<file path="src/rtl/stopwatch_pkg.sv">
// Shared definitions for the stopwatch core: controller states, digit
// width and the per-digit rollover limits derived from the time moduli.
package stopwatch_pkg;

  localparam int DIGIT_W = 4;

  localparam int CS_MOD  = 100;
  localparam int SEC_MOD = 60;
  localparam int MIN_MOD = 60;

  // Every units digit rolls over after 9; tens digits roll over at modulus/10 - 1.
  localparam logic [DIGIT_W-1:0] LIMIT_UNIT  = DIGIT_W'(9);
  localparam logic [DIGIT_W-1:0] LIMIT_CS_T  = DIGIT_W'(CS_MOD / 10 - 1);
  localparam logic [DIGIT_W-1:0] LIMIT_SEC_T = DIGIT_W'(SEC_MOD / 10 - 1);
  localparam logic [DIGIT_W-1:0] LIMIT_MIN_T = DIGIT_W'(MIN_MOD / 10 - 1);

  typedef enum logic [1:0] {
    IDLE  = 2'd0,
    RUN   = 2'd1,
    PAUSE = 2'd2,
    LAP   = 2'd3
  } state_t;

  typedef struct packed {
    logic [DIGIT_W-1:0] min_t;
    logic [DIGIT_W-1:0] min_u;
    logic [DIGIT_W-1:0] sec_t;
    logic [DIGIT_W-1:0] sec_u;
    logic [DIGIT_W-1:0] cs_t;
    logic [DIGIT_W-1:0] cs_u;
  } bcd_time_t;

endpackage

</file>
<file path="src/rtl/stopwatch_core_if.sv">
// Bundle between the stopwatch core and its surroundings: the 100 Hz
// reference, the three button pulses, and the digits/flags for the display.
interface stopwatch_core_if;

  logic                            clk_100;
  logic                            start_stop;
  logic                            lap;
  logic                            clear;
  logic [stopwatch_pkg::DIGIT_W-1:0] min_t;
  logic [stopwatch_pkg::DIGIT_W-1:0] min_u;
  logic [stopwatch_pkg::DIGIT_W-1:0] sec_t;
  logic [stopwatch_pkg::DIGIT_W-1:0] sec_u;
  logic [stopwatch_pkg::DIGIT_W-1:0] cs_t;
  logic [stopwatch_pkg::DIGIT_W-1:0] cs_u;
  logic                            running;
  logic                            lap_active;
  logic                            wrap;

  modport master (
    output clk_100, start_stop, lap, clear,
    input  min_t, min_u, sec_t, sec_u, cs_t, cs_u, running, lap_active, wrap
  );

  modport slave (
    input  clk_100, start_stop, lap, clear,
    output min_t, min_u, sec_t, sec_u, cs_t, cs_u, running, lap_active, wrap
  );

endinterface

</file>
<file path="src/rtl/stopwatch_core_bcd_digit.sv">
// One BCD counter digit. Counts when enabled, rolls over to zero after MAX
// and signals the rollover combinationally so digits can be chained.
module bcd_digit
  import stopwatch_pkg::*;
#(
  parameter logic [DIGIT_W-1:0] MAX = LIMIT_UNIT
) (
  input  logic               i_clk,
  input  logic               i_rst,
  input  logic               i_clear,
  input  logic               i_en,
  output logic [DIGIT_W-1:0] o_value,
  output logic               o_carry
);

  logic [DIGIT_W-1:0] r_value;

  // Digit register: zeroed by reset or clear, otherwise steps on its carry-in.
  always_ff @(posedge i_clk) begin
    if (i_rst || i_clear) begin
      r_value <= '0;
    end else if (i_en) begin
      r_value <= (r_value == MAX) ? '0 : r_value + DIGIT_W'(1);
    end
  end

  assign o_value = r_value;
  assign o_carry = i_en && (r_value == MAX);

endmodule

</file>
<file path="src/rtl/stopwatch_core.sv">
// Stopwatch core: detects rising edges of the 100 Hz reference, counts
// MM:SS.cc in BCD while running, and handles run/pause/lap/clear control.
module stopwatch_core
  import stopwatch_pkg::*;
(
  input  logic             clk_in,
  input  logic             res,
  stopwatch_core_if.slave  bus
);

  logic      r_prev;
  logic      w_tick;
  logic      w_count_en;
  logic      w_clear_cnt;
  logic      w_lap_capture;
  state_t    r_state;
  state_t    w_next;
  bcd_time_t w_count;
  bcd_time_t r_lap;
  bcd_time_t w_disp;
  logic      w_carry_cs_u;
  logic      w_carry_cs_t;
  logic      w_carry_sec_u;
  logic      w_carry_sec_t;
  logic      w_carry_min_u;
  logic      w_carry_min_t;
  logic      r_wrap;
  logic      r_running;
  logic      r_lap_active;

  // Remember last sample of the 100 Hz reference for rising-edge detection.
  always_ff @(posedge clk_in) begin
    if (res) begin
      r_prev <= 1'b0;
    end else begin
      r_prev <= bus.clk_100;
    end
  end

  assign w_tick     = bus.clk_100 & ~r_prev;
  assign w_count_en = w_tick && ((r_state == RUN) || (r_state == LAP));

  // Next-state decode; start_stop outranks clear, which outranks lap.
  always_comb begin
    w_next        = r_state;
    w_lap_capture = 1'b0;
    w_clear_cnt   = 1'b0;
    case (r_state)
      IDLE: begin
        if (bus.start_stop) w_next = RUN;
      end
      RUN: begin
        if (bus.start_stop) begin
          w_next = PAUSE;
        end else if (bus.lap) begin
          w_next        = LAP;
          w_lap_capture = 1'b1;
        end
      end
      LAP: begin
        if (bus.start_stop)  w_next = PAUSE;
        else if (bus.lap)    w_next = RUN;
      end
      PAUSE: begin
        if (bus.start_stop) begin
          w_next = RUN;
        end else if (bus.clear) begin
          w_next      = IDLE;
          w_clear_cnt = 1'b1;
        end
      end
      default: w_next = IDLE;
    endcase
  end

  // Controller state register.
  always_ff @(posedge clk_in) begin
    if (res) begin
      r_state <= IDLE;
    end else begin
      r_state <= w_next;
    end
  end

  bcd_digit #(.MAX(LIMIT_UNIT)) u_cs_u (
    .i_clk(clk_in), .i_rst(res), .i_clear(w_clear_cnt), .i_en(w_count_en),
    .o_value(w_count.cs_u), .o_carry(w_carry_cs_u)
  );
  bcd_digit #(.MAX(LIMIT_CS_T)) u_cs_t (
    .i_clk(clk_in), .i_rst(res), .i_clear(w_clear_cnt), .i_en(w_carry_cs_u),
    .o_value(w_count.cs_t), .o_carry(w_carry_cs_t)
  );
  bcd_digit #(.MAX(LIMIT_UNIT)) u_sec_u (
    .i_clk(clk_in), .i_rst(res), .i_clear(w_clear_cnt), .i_en(w_carry_cs_t),
    .o_value(w_count.sec_u), .o_carry(w_carry_sec_u)
  );
  bcd_digit #(.MAX(LIMIT_SEC_T)) u_sec_t (
    .i_clk(clk_in), .i_rst(res), .i_clear(w_clear_cnt), .i_en(w_carry_sec_u),
    .o_value(w_count.sec_t), .o_carry(w_carry_sec_t)
  );
  bcd_digit #(.MAX(LIMIT_UNIT)) u_min_u (
    .i_clk(clk_in), .i_rst(res), .i_clear(w_clear_cnt), .i_en(w_carry_sec_t),
    .o_value(w_count.min_u), .o_carry(w_carry_min_u)
  );
  bcd_digit #(.MAX(LIMIT_MIN_T)) u_min_t (
    .i_clk(clk_in), .i_rst(res), .i_clear(w_clear_cnt), .i_en(w_carry_min_u),
    .o_value(w_count.min_t), .o_carry(w_carry_min_t)
  );

  // Lap register holds the count as it stood before any same-cycle increment.
  always_ff @(posedge clk_in) begin
    if (res) begin
      r_lap <= '0;
    end else if (w_lap_capture) begin
      r_lap <= w_count;
    end
  end

  // Status flags follow the state being entered; wrap marks the rollover cycle.
  always_ff @(posedge clk_in) begin
    if (res) begin
      r_wrap       <= 1'b0;
      r_running    <= 1'b0;
      r_lap_active <= 1'b0;
    end else begin
      r_wrap       <= w_carry_min_t;
      r_running    <= (w_next == RUN) || (w_next == LAP);
      r_lap_active <= (w_next == LAP);
    end
  end

  // The display selects between two register banks only, so no logic cone
  // other than the state-driven select sits between flops and the digits.
  assign w_disp = r_lap_active ? r_lap : w_count;

  assign bus.min_t      = w_disp.min_t;
  assign bus.min_u      = w_disp.min_u;
  assign bus.sec_t      = w_disp.sec_t;
  assign bus.sec_u      = w_disp.sec_u;
  assign bus.cs_t       = w_disp.cs_t;
  assign bus.cs_u       = w_disp.cs_u;
  assign bus.running    = r_running;
  assign bus.lap_active = r_lap_active;
  assign bus.wrap       = r_wrap;

endmodule
</file>
<file path="src/flat_wrapper.sv">
// flat-port wrapper written by rule: the top's interface ports become plain ports
module stopwatch_core_flat import stopwatch_pkg::*;
  (clk_in, res, bus_clk_100, bus_start_stop, bus_lap, bus_clear, bus_min_t, bus_min_u, bus_sec_t, bus_sec_u, bus_cs_t, bus_cs_u, bus_running, bus_lap_active, bus_wrap);
  stopwatch_core_if bus_i ();
  input  logic clk_in;
  input  logic res;
  input wire logic [$bits(bus_i.clk_100)-1:0] bus_clk_100;
  input wire logic [$bits(bus_i.start_stop)-1:0] bus_start_stop;
  input wire logic [$bits(bus_i.lap)-1:0] bus_lap;
  input wire logic [$bits(bus_i.clear)-1:0] bus_clear;
  output wire logic [$bits(bus_i.min_t)-1:0] bus_min_t;
  output wire logic [$bits(bus_i.min_u)-1:0] bus_min_u;
  output wire logic [$bits(bus_i.sec_t)-1:0] bus_sec_t;
  output wire logic [$bits(bus_i.sec_u)-1:0] bus_sec_u;
  output wire logic [$bits(bus_i.cs_t)-1:0] bus_cs_t;
  output wire logic [$bits(bus_i.cs_u)-1:0] bus_cs_u;
  output wire logic [$bits(bus_i.running)-1:0] bus_running;
  output wire logic [$bits(bus_i.lap_active)-1:0] bus_lap_active;
  output wire logic [$bits(bus_i.wrap)-1:0] bus_wrap;
  assign bus_i.clk_100 = bus_clk_100;
  assign bus_i.start_stop = bus_start_stop;
  assign bus_i.lap = bus_lap;
  assign bus_i.clear = bus_clear;
  assign bus_min_t = bus_i.min_t;
  assign bus_min_u = bus_i.min_u;
  assign bus_sec_t = bus_i.sec_t;
  assign bus_sec_u = bus_i.sec_u;
  assign bus_cs_t = bus_i.cs_t;
  assign bus_cs_u = bus_i.cs_u;
  assign bus_running = bus_i.running;
  assign bus_lap_active = bus_i.lap_active;
  assign bus_wrap = bus_i.wrap;
  stopwatch_core u_core (.clk_in(clk_in), .res(res), .bus(bus_i));
endmodule
</file>
<file path="config.mk">
export PLATFORM = sky130hd
export DESIGN_NAME = stopwatch_core_flat
export DESIGN_NICKNAME = d
export VERILOG_FILES = /design/src/rtl/stopwatch_pkg.sv /design/src/rtl/stopwatch_core_if.sv /design/src/rtl/stopwatch_core_bcd_digit.sv /design/src/rtl/stopwatch_core.sv /design/src/flat_wrapper.sv
export SDC_FILE = /design/constraint.sdc
export NUM_CORES = 1
export LEC_CHECK = 0
export CORE_ASPECT_RATIO = 1.75
export CORE_MARGIN = 4
export CORE_UTILIZATION = 51
export DETAILED_ROUTE_END_ITERATION = 8
export DONT_BUFFER_PORTS = 1
export GPL_TIMING_DRIVEN = 0
export PLACE_DENSITY = 0.69
export SKIP_LAST_GASP = 1
export SYNTH_ARGS = -nofsm -noshare
export SYNTH_HDL_FRONTEND = slang
export SYNTH_SLANG_ARGS = --single-unit
</file>
<file path="constraint.sdc">
create_clock -name clk_in -period 3.7 [get_ports clk_in]
set_input_delay 0.74 -clock clk_in [delete_from_list [all_inputs] [get_ports clk_in]]
set_output_delay 0.74 -clock clk_in [all_outputs]
set_load 0.01 [all_outputs]
</file>
==> out/metrics.cfg <==
[drt]
ant_nets=0
dr_wl_met2_microns=3060
dr.max_layer_used=met4
drc=0
vias=2120
avgViaCountPerCell=5.76
wl_per_cell_microns=15.9
drt_iter0_drc=57
wl_met1_microns=2370
drt_wl_total_microns=5850
routed-wl-met3_microns=236
dr.pass1.iters=4

[floorplan]
die_x_microns=62
core_sq_um=4980
ios=33
initial_core_util_pct=52.3
die_area_sq_um=6360
num_rows=34
die_height_microns=103

[final_layout]
fin_area_sq_um=2760
antenna_cells=0
drive_gt1_share_pct=14.3
area_growth_pct=6.11
final_nets=319

[global_route]
antenna_found_initial=0
grt_pass1_wl_microns=9490
grt_usage_pct=20.0
grt-ovfl-total=0
grt_pass1_vias=1943
grt_max_degree=16

[clocking]
postCtsHoldBufs=0
cts.reportedPaths.clkPinSlew_ps=90
clockRootBuffer=clkbuf_8
clk_latency_ps=300
htreeDepth=2
cts_sinks=54
post_cts_buffers=0
cts_made_buffers=5
ctsResizeCount=0
cts_buffer_depth=2
tritoncts=yes

[synth]
yosysMostFrequentCell=nand2_1
synth_area_leaders=dfxtp_1 (42%), mux2_2 (9.5%), nand2_1 (8.9%)
synth-warning-count=0
synth-edff-count=0
synth_top_area_share_pct=41.5
synth_seq_cells=54
netlist_area_sq_um=2600
yosys-top-cells-count=nand2_1 (62), dfxtp_1 (54), a21oi_1 (40), mux2_2 (22), nor2b_1 (15)
yosysTopAreaCell=dfxtp_1
synth-async-reset-ratio_pct=0
synth_nets=312
synth.distinct_cells=43
syn-instance-count=306
syn_avg_cell_area_sq_um=8.50
seq_area_frac_synth_pct=41.5
ys.flop_type=dfxtp_1

[worst_setup_path]
crit_fanout=10
worstSetupPathType=flop to output port
cp-end-kind=output port
critPathRequiredTime_ps=2960
worstSetupStartpointType=flop
critPathArrivalTime_ps=2140

[timing]
holdWs_ps=457
setup_tns_ps=0
tightest_slew_ps=804
fmax_ghz=0.347
period_needed_ps=2880
setup_ws_ps=821
timing.final.crit_share_pct=77.8
rsz0062_at_grt=false
hold_viol=0
relSlewSlack_pct=45.6
skew_ps=6.18
slew_viol_final=0
setup_viol=0

[placement]
routabilityCongestion=0.819
io_buffers=0
dp_hpwl_microns=4170
dpl_cell_area_sq_um=2670
pre_cts_ws_ps=1110

[pwr]
leakage_nw=0.971
total_power_uw=978
ir_drop_mv=0.276
powerDensity_nw_per_um2=354

[run]
drv_cap=0

[outcome]
status=complete, no violations

[worst_hold_path]
min_path_type=flop to flop

-- final timing paths --
path | slack [ps] | start | to | cells past startpoint
max reg2reg | 1790 | u_core.u_cs_u.o_value[1] | u_core.u_min_u.o_value[3] | 6
min | 460 | u_core.r_lap[18] | u_core.r_lap[18] | 2
min reg2reg | 460 | u_core.r_lap[18] | u_core.r_lap[18] | 2
max | 820 | u_core.bus.lap_active | bus_min_u[0] | 3
-- critical path, stage by stage, from the launching register on --
cell      delay (ps)
dfxtp_1          420
clkbuf_1         390
clkbuf_1         560
mux2_2           450
-- layout make-up --
cell class / instances / area (sq um)
flip-flops and latches: 54 / 1080
multi-input cells: 229 / 1400
plain buffers: 20 / 106
clock inverters: 1 / 5.00
clock buffers: 7 / 86.3
well taps: 54 / 67.6
fillers: 474 / 2220
inverters: 3 / 11.3
-- flip-flops by register name, summed over array words and instances, names as in the netlist --
register                count
u_core.r_prev               1
u_core.bus.running          1
u_core.u_cs_t.o_value       4
u_core.u_sec_u.o_value      4
u_core.u_min_t.o_value      4
u_core.r_lap               24
u_core.u_cs_u.o_value       4
u_core.r_state              2
u_core.bus.lap_active       1
u_core.u_sec_t.o_value      4
u_core.bus.wrap             1
u_core.u_min_u.o_value      4
-- per-stage QoR --
stage	instances	util, %
after floorplan	306	-
after global placement	360	53.6
after detailed placement	360	53.6
after CTS	368	55.5
after global routing	368	55.5
final	368	55.5
-- metal layers --
layer | up-vias | global-route usage [%]
li1 | 1077 | -
met4 | 0 | 9.15
met3 | 14 | 4.14
met2 | 41 | 32.9
met5 | - | 0
met1 | 988 | 24.2
-- logic make-up after synthesis --
group | after synthesis | synth area share (%)
buf+inv | 23 | 4.52
simple gates | 135 | 28.2
mux | 24 | 10.3
compound gates | 63 | 13.1
flops | 54 | 41.5
xor+xnor | 7 | 2.36
-- where the power goes --
part,leakage (nW),internal (mW),switching [mW]
Sequential,0.436,0.586,0.00390
Clock,0.0482,0.152,0.188
Combinational,0.487,0.0161,0.0326
Total,0.971,0.753,0.225
-- cell usage in the layout, fill, tap and decap left out, types with 3 or more instances in the layout --
master / instances
or3_1: 6
o21ai_0: 14
nand2_1: 62
buf_2: 4
buf_6: 3
a21oi_1: 40
dfxtp_1: 54
or4_1: 4
xor2_1: 5
nand4_1: 4
nor2_1: 11
nor2b_1: 15
inv_1: 3
clkbuf_8: 6
nand3_1: 6
nor3_1: 5
clkbuf_1: 13
nand3b_1: 3
mux2_2: 22
Power figures use the tool's default switching activity.
